--- src/rtl/load_extend_unit_if.sv ---
// rtl/load_extend_unit_if.sv - load request / extended result handshake bundle
interface load_extend_unit_if #(
  parameter int DATA_W = 32,
  parameter int OFS_W  = $clog2(DATA_W / 8)
);
  logic              in_valid;
  logic              in_ready;
  logic [DATA_W-1:0] in_data;
  logic [OFS_W-1:0]  in_addr_lo;
  logic [1:0]        in_size;
  logic              in_sign;
  logic              out_valid;
  logic              out_ready;
  logic [DATA_W-1:0] out_data;
  logic              out_fault;

  modport master (
    output in_valid, in_data, in_addr_lo, in_size, in_sign, out_ready,
    input  in_ready, out_valid, out_data, out_fault
  );

  modport slave (
    input  in_valid, in_data, in_addr_lo, in_size, in_sign, out_ready,
    output in_ready, out_valid, out_data, out_fault
  );
endinterface

--- src/rtl/load_extend_unit.sv ---
// rtl/load_extend_unit.sv - load lane select, zero/sign extension and fault flagging
// Result is formed combinationally at the input and parked in an output + skid register pair.
module load_extend_unit #(
  parameter int DATA_W     = 32,
  parameter int BIG_ENDIAN = 0,
  parameter int OFS_W      = $clog2(DATA_W / 8)
) (
  input logic               clk,
  input logic               rstn,
  load_extend_unit_if.slave bus
);
  localparam int NB = DATA_W / 8;

  logic [OFS_W:0]    nbytes;
  logic [OFS_W:0]    lane;
  logic [OFS_W+3:0]  nbits;
  logic [OFS_W+2:0]  top;
  logic [DATA_W-1:0] shifted;
  logic [DATA_W-1:0] keep;
  logic [DATA_W-1:0] extended;
  logic              msb;
  logic              res_fault;
  logic [DATA_W-1:0] res_data;

  logic              or_valid, sk_valid;
  logic              or_fault, sk_fault;
  logic [DATA_W-1:0] or_data, sk_data;
  logic              accept, fire;

  // A dword on a 32-bit datapath truncates nbytes to 0; it is always a fault so the data is discarded.
  always_comb begin
    case (bus.in_size)
      2'd0:    nbytes = (OFS_W + 1)'(1);
      2'd1:    nbytes = (OFS_W + 1)'(2);
      2'd2:    nbytes = (OFS_W + 1)'(4);
      default: nbytes = (OFS_W + 1)'(8);
    endcase
  end

  always_comb begin
    if (BIG_ENDIAN != 0)
      lane = (OFS_W + 1)'(NB) - {1'b0, bus.in_addr_lo} - nbytes;
    else
      lane = {1'b0, bus.in_addr_lo};
  end

  always_comb begin
    nbits    = {nbytes, 3'b000};
    top      = nbits[OFS_W+2:0] - (OFS_W + 3)'(1);
    shifted  = bus.in_data >> {lane, 3'b000};
    keep     = ~({DATA_W{1'b1}} << nbits);
    msb      = shifted[top];
    extended = (shifted & keep) | ({DATA_W{bus.in_sign & msb}} & ~keep);
  end

  always_comb begin
    case (bus.in_size)
      2'd0:    res_fault = 1'b0;
      2'd1:    res_fault = bus.in_addr_lo[0];
      2'd2:    res_fault = |bus.in_addr_lo[1:0];
      default: res_fault = (DATA_W == 32) || (|bus.in_addr_lo);
    endcase
    res_data = res_fault ? '0 : extended;
  end

  assign accept = bus.in_valid && !sk_valid;
  assign fire   = or_valid && bus.out_ready;

  always_ff @(posedge clk or negedge rstn) begin
    if (!rstn) begin
      or_valid <= 1'b0;
      or_data  <= '0;
      or_fault <= 1'b0;
      sk_valid <= 1'b0;
      sk_data  <= '0;
      sk_fault <= 1'b0;
    end else if (!or_valid || fire) begin
      if (sk_valid) begin
        or_valid <= 1'b1;
        or_data  <= sk_data;
        or_fault <= sk_fault;
        sk_valid <= accept;
        if (accept) begin
          sk_data  <= res_data;
          sk_fault <= res_fault;
        end
      end else begin
        or_valid <= accept;
        if (accept) begin
          or_data  <= res_data;
          or_fault <= res_fault;
        end
      end
    end else if (accept) begin
      sk_valid <= 1'b1;
      sk_data  <= res_data;
      sk_fault <= res_fault;
    end
  end

  // Ready depends only on skid occupancy, so out_ready never reaches in_ready combinationally.
  assign bus.in_ready  = !sk_valid;
  assign bus.out_valid = or_valid;
  assign bus.out_data  = or_data;
  assign bus.out_fault = or_fault;
endmodule

--- src/flat_wrapper.sv ---
// flat-port wrapper written by rule: the top's interface ports become plain ports
module load_extend_unit_flat 
#(
  parameter int DATA_W     = 32,
  parameter int BIG_ENDIAN = 0,
  parameter int OFS_W      = $clog2(DATA_W / 8)
)
  (clk, rstn, bus_in_valid, bus_in_data, bus_in_addr_lo, bus_in_size, bus_in_sign, bus_out_ready, bus_in_ready, bus_out_valid, bus_out_data, bus_out_fault);
  load_extend_unit_if #(.DATA_W(DATA_W), .OFS_W(OFS_W)) bus_i ();
  input logic clk;
  input logic rstn;
  input wire logic [$bits(bus_i.in_valid)-1:0] bus_in_valid;
  input wire logic [$bits(bus_i.in_data)-1:0] bus_in_data;
  input wire logic [$bits(bus_i.in_addr_lo)-1:0] bus_in_addr_lo;
  input wire logic [$bits(bus_i.in_size)-1:0] bus_in_size;
  input wire logic [$bits(bus_i.in_sign)-1:0] bus_in_sign;
  input wire logic [$bits(bus_i.out_ready)-1:0] bus_out_ready;
  output wire logic [$bits(bus_i.in_ready)-1:0] bus_in_ready;
  output wire logic [$bits(bus_i.out_valid)-1:0] bus_out_valid;
  output wire logic [$bits(bus_i.out_data)-1:0] bus_out_data;
  output wire logic [$bits(bus_i.out_fault)-1:0] bus_out_fault;
  assign bus_i.in_valid = bus_in_valid;
  assign bus_i.in_data = bus_in_data;
  assign bus_i.in_addr_lo = bus_in_addr_lo;
  assign bus_i.in_size = bus_in_size;
  assign bus_i.in_sign = bus_in_sign;
  assign bus_i.out_ready = bus_out_ready;
  assign bus_in_ready = bus_i.in_ready;
  assign bus_out_valid = bus_i.out_valid;
  assign bus_out_data = bus_i.out_data;
  assign bus_out_fault = bus_i.out_fault;
  load_extend_unit #(.DATA_W(DATA_W), .BIG_ENDIAN(BIG_ENDIAN), .OFS_W(OFS_W)) u_core (.clk(clk), .rstn(rstn), .bus(bus_i));
endmodule
--- config.mk ---
export PLATFORM = sky130hd
export DESIGN_NAME = load_extend_unit_flat
export DESIGN_NICKNAME = d
export VERILOG_FILES = /design/src/rtl/load_extend_unit_if.sv /design/src/rtl/load_extend_unit.sv /design/src/flat_wrapper.sv
export SDC_FILE = /design/constraint.sdc
export NUM_CORES = 1
export LEC_CHECK = 0
export BUFFER_PORTS_ARGS = -buffer_cell sky130_fd_sc_hd__buf_4
export CORE_ASPECT_RATIO = 0.5
export CORE_UTILIZATION = 55
export DETAILED_ROUTE_END_ITERATION = 16
export PLACE_DENSITY = 0.77
export SLEW_MARGIN = 20
export SYNTH_ARGS = -nofsm -noshare
export SYNTH_HDL_FRONTEND = slang
export SYNTH_SLANG_ARGS = --single-unit
--- constraint.sdc ---
create_clock -name clk -period 2 [get_ports clk]
set_input_delay 0.3 -clock clk [delete_from_list [all_inputs] [get_ports clk]]
set_output_delay 0.3 -clock clk [all_outputs]
set_load 0.02 [all_outputs]
== Word-level counts from Yosys, hierarchy flattened ==
Cells that the tools add are included.

* Output and inout port bits: 35
* Bits of input ports: 41
* Bits in registers: 68
* Logic and storage cells: 48

* Multiplexer cells: 19
* $add $sub $neg: 1
* $lt $le $gt $ge: 1
* Reduce and logical (&&, ||, !) cells: 10
* Bitwise gates (word level): 6
* Shift operators: 2
* Eq/ne operators: 3

{| class="wikitable"
|+ Operators with widths
! kind !! count
|-
| 2-to-1 mux 32 bit || 6
|-
| bitwise AND 32 bit || 2
|-
| NOT 32 bit || 2
|-
| OR 32 bit || 1
|-
| left shift 32 x 6 -> 32 bit, first input constant || 1
|-
| >> shifter 32 x 5 -> 32 bit || 1
|-
| 2-to-1 mux 1 bit || 10
|-
| case mux 3 bit (3 select lines) || 1
|-
| < comparator 5 x 6 -> 1 bit, second input constant || 1
|-
| binary-select mux 1 bit (select 5 bit) || 1
|-
| subtractor 5 x 1 -> 5 bit, second input constant || 1
|-
| nonzero test 2 bit || 2
|-
| case mux 1 bit (3 select lines) || 1
|-
| == test 2 x 1 -> 1 bit, second input constant || 1
|-
| == test 2 bit, second input constant || 1
|-
| logical AND 1 bit || 2
|-
| zero test 1 bit || 2
|-
| zero test 2 bit || 1
|-
| inequality test 2 x 1 -> 1 bit, second input constant || 1
|-
| AND reduction 2 bit || 1
|-
| OR reduction 2 bit || 1
|-
| bitwise AND 1 bit || 1
|-
| logical OR 1 bit || 1
|}

== Longest topological paths before layout ==
* Depth after elaboration: 12
* Depth in mapped cells: 8
* Gate-level depth less buffers: 7

== Worst setup path after synthesis ==
No wires, ideal clock.

* Path type: in2reg
* Start point: input bus_in_size[0]
* End point: register u_core.or_data[10], in the netlist u_core.bus.out_data[10]
* Data arrival time: 1,974 ps
* Data required time: 1,896 ps
* Setup slack: -78 ps
* Library setup time: 104 ps
* Path buffers: 1
* Cell stages on the path: 8
* Cells stage by stage: inv_1 -> ha_1 -> or3b_1 -> a21o_1 -> a211oi_4 -> a211oi_2 -> buf_2 -> o311ai_1

* Cells in the longest elaborated chain, start to end: 11
* Elaborated cells between the ends (all ways): 18
* Classes of those cells: 1 x add/sub; 2 x eq/ne; 1 x shift; 7 x mux; 6 x bitwise; 1 x reduce/logical

{| class="wikitable"
|+ Ends and longest elaborated chain
! element !! RTL line !! RTL
|-
| start: declaration || flat_wrapper.sv:15 || <nowiki>input wire logic [$bits(bus_i.in_size)-1:0] bus_in_size;</nowiki>
|-
| == test 2 bit (tied with other cells) || load_extend_unit.sv:32, load_extend_unit.sv:57 ||
|-
| case mux 3 bit (3 select lines) || load_extend_unit.sv:32 || <nowiki>case (bus.in_size)</nowiki>
|-
| subtractor 5 x 1 -> 5 bit || load_extend_unit.sv:49 || <nowiki>top = nbits[OFS_W+2:0] - (OFS_W + 3)'(1);</nowiki>
|-
| binary-select mux 1 bit (select 5 bit) || load_extend_unit.sv:52 || <nowiki>msb = shifted[top];</nowiki>
|-
| 2-to-1 mux 1 bit (not written as such) || load_extend_unit.sv:52 ||
|-
| bitwise AND 1 bit || load_extend_unit.sv:53 || <nowiki>extended = (shifted & keep) | ({DATA_W{bus.in_sign & msb}} & ~keep);</nowiki>
|-
| bitwise AND 32 bit || load_extend_unit.sv:53 ||
|-
| OR 32 bit || load_extend_unit.sv:53 ||
|-
| 2-to-1 mux 32 bit (*) || load_extend_unit.sv:63 || <nowiki>res_data = res_fault ? '0 : extended;</nowiki>
|-
| 2-to-1 mux 32 bit (*) || load_extend_unit.sv:89 || <nowiki>if (accept) begin</nowiki>
|-
| 2-to-1 mux 32 bit (*) || load_extend_unit.sv:78 || <nowiki>if (sk_valid) begin</nowiki>
|-
| end signal: assignment || load_extend_unit.sv:80 || <nowiki>or_data <= sk_data;</nowiki>
|-
| end signal: assignment || load_extend_unit.sv:90 || <nowiki>or_data <= res_data;</nowiki>
|-
| end: declaration || load_extend_unit.sv:27 || <nowiki>logic [DATA_W-1:0] or_data, sk_data;</nowiki>
|}

Mark *: on every way between the ends. The rest lies on a longest branch, timed or not. The select of a mux whose other input is x is not followed.
A chain may end at the register's enable or synchronous reset.

== Final worst setup path ==
* Start point: input bus_in_size[0]
* End point: register u_core.or_data[3], in the netlist u_core.bus.out_data[3]

The elaborated chain is that of the path after synthesis.

==> results.ini <==
[worst_setup_path]
critPathMaxStageDelay_ns=0.35
critPathLaunchType=primary input
cp_data_arrival_time_ns=2.23
cp_max_fo=7
critPathSlowestCell=or3b_1
required_ns=2.25
path_cells=buf_4, inv_1, ha_2, or3b_1, o22ai_1, o211a_1, o311ai_2, o211ai_1
critical_path_class=in -> reg
worstSetupEndpointType=flip-flop

[timing]
period_needed_ns=1.98
fin_crit_sh_pct=99.2
fin_ws_ns=0.0164
worstMarginPinSlew_ns=0.742
rsz0062_at_grt=true
fmax_mhz=504
worst_clock_skew_ns=0.00820
max_slew_margin_pct=50.5
hold_viol_final=0
slew_violations=0
whs_ns=0.240
fin_setup_tns_ns=0
finalSetupViolCount=0

[layout]
drive_gt1_share_pct=25.9
area_growth_pct=31.2
fin_nets=579
final_util_pct=75.1
num_antenna_cells=0
n_fill_cell=512

[synth]
syn_area_per_cell_um2=8.79
synth_cell_type_count=42
synth_area_um2=3850
synth_edf_count=0
postSynthRegisterBits=68
syn_nets=485
yosysSeqAreaShare_pct=44.2
async_flop_share_pct=100
yosys_warnings=0
ys.flop_type=dfrtp_1
synth_cells=438

[clock_network]
cts_root_buffer=clkbuf_16
clock_latency_ns=0.34
cts.htree.levels=3
cts_sinks=68
cts_tree=done
cts.path.max_buffers=2
path_clk_slew_ns=0.06
numCtsBuffers=9

[grt]
grt_usage_pct=31.8
grt_max_degree=50
grt_pass1_vias=3391
overflow=0
grt_pass1_wl_um=17300
grt_antenna_before_repair=0

[placement]
hpwl_um=7770
gp_congestion=0.911
pre_cts_slack_ns=-0.431
port_buffers=75

[detailed_routing]
wire_per_inst_um=18.0
postRouteAntennaNets=0
via_count=3790
drt_iter0_drc=375
dr.pass1.iters=5
drc_errors=0
wirelength_um=11300
vias_per_cell=6.03

[floorplanning]
start_util_pct=57.2
die_area_um2=7360
rows=21
dieWidth_um=120
die_h_um=61.2
ioPinCount=76
core-area_um2=6730

[run]
cap_violations=0

[min_path]
hp-class=in -> reg

[run_status]
outcome=complete, no violations

[power]
power-per-cell-area_nw_per_um2=868
total_leakage_power_nw=2.51
ir_drop_mv=0.550
p_total_mw=4.38

-- routing by layer --
layer / track usage [%] / up-vias / routed length (um)
met5: 0 / - / 0
met4: 9.88 / 0 / 139
met3: 7.22 / 14 / 729
met2: 49.8 / 153 / 5190
met1: 45.0 / 1858 / 5270
li1: - / 1765 / -
-- final cells by class --
class,instances,area (um2),share of cell area [%]
clock buffers,10,229,4.53
clock inverters,6,65.1,1.29
inverters,3,11.3,0.223
multi-input cells,335,2040,40.4
flip-flops and latches,68,1700,33.7
well taps,92,115,2.28
repair buffers,115,891,17.6
-- worst paths after layout --
path                                                 from                                   to  slack [ns]  depth (start not counted)
max                                        bus_in_size[0]   u_core.bus.out_data[3]$_DFFE_PN0P_        0.02                          8
min                                       bus_in_data[25]  u_core.bus.out_data[25]$_DFFE_PN0P_        0.24                          3
max reg2reg                   u_core.sk_valid$_DFFE_PN0P_       u_core.sk_data[16]$_DFFE_PN0P_        0.20                          5
min reg2reg                u_core.sk_data[25]$_DFFE_PN0P_       u_core.sk_data[25]$_DFFE_PN0P_        0.47                          2
max in group asynchronous                            rstn  u_core.bus.out_data[31]$_DFFE_PN0P_        1.00                          3
min in group asynchronous                            rstn   u_core.bus.out_data[3]$_DFFE_PN0P_        0.45                          2
-- worst max-delay path, delay by kind of cell --
family                     cells  cell delay [ns]
adders and majority gates      1             0.24
and+or+nand+nor                1             0.35
AOI/OAI and AO/OA              4             1.13
buffers and inverters          2             0.20
-- cells in the mapped netlist, types with 3 or more instances --
master,number,area share (%)
and3_1,9,1.5
ha_1,6,2.0
o311ai_0,4,0.91
clkbuf_1,23,2.2
o31ai_1,23,4.5
or3b_1,3,0.68
a22oi_1,7,1.4
nand2b_1,3,0.49
nand3_1,39,5.1
nor2_1,37,3.6
mux2i_1,17,4.4
buf_1,3,0.29
a21oi_1,30,3.9
a211o_1,8,1.8
nand2_1,72,7.0
inv_1,3,0.29
o211ai_1,10,2.0
o211a_1,8,2.1
nor2b_1,12,2.0
dfrtp_1,68,44
a21boi_0,8,1.6
o311ai_1,3,0.68
buf_2,6,0.78
o21ai_0,14,1.8
-- cells by family (layout without fill, tap and decap cells) --
group / after synthesis / after routing / synth area share [%]
AO/OA/AOI/OAI: 128 / 128 / 23.9
adder cells (fa/ha/maj): 6 / 6 / 1.95
buffers and inverters: 35 / 134 / 3.61
flip-flops: 68 / 68 / 44.2
multiplexers: 17 / 17 / 4.42
AND/OR/NAND/NOR: 184 / 184 / 21.9
-- sequential cells by signal, indices dropped and copies added (netlist names) --
signal and flops:
u_core.sk_fault 1, u_core.bus.out_data 32, u_core.sk_valid 1, u_core.bus.out_valid 1
u_core.sk_data 32, u_core.bus.out_fault 1
-- through the flow --
stage          std cells  cell area [um2]
2_1_floorplan        438             3860
3_3_place_gp         610             4710
3_5_place_dp         610             4710
4_1_cts              627             5020
5_1_grt              629             5050
6_report             629             5050
-- cell usage in the layout, fill, tap and decap left out, drive strengths merged, types with 10 or more instances in the layout --
| cell type | netlist | layout |
|---|---|---|
| buf | 9 | 114 |
| nand2 | 72 | 72 |
| dfrtp | 68 | 68 |
| nand3 | 39 | 39 |
| nor2 | 37 | 37 |
| a21oi | 30 | 30 |
| o31ai | 23 | 23 |
| mux2i | 17 | 17 |
| o21ai | 16 | 16 |
| nor2b | 12 | 12 |
| o211ai | 10 | 10 |
| clkbuf | 23 | 10 |
-- where the power goes --
group	switching, mW	internal [mW]	leakage, nW
registers	0.126	1.59	0.901
logic	0.635	0.461	1.46
clock network	0.607	0.964	0.142
-- what timing repair did --
item                       CTS  global route
hold endpoints to repair    33             0
setup endpoints to repair    7            18
hold buffers                 1             0
buffers inserted             0             2
pin swaps                    0             1
resized for setup            2             4
gates cloned                 0             0
(Power assumes the default switching activity.)
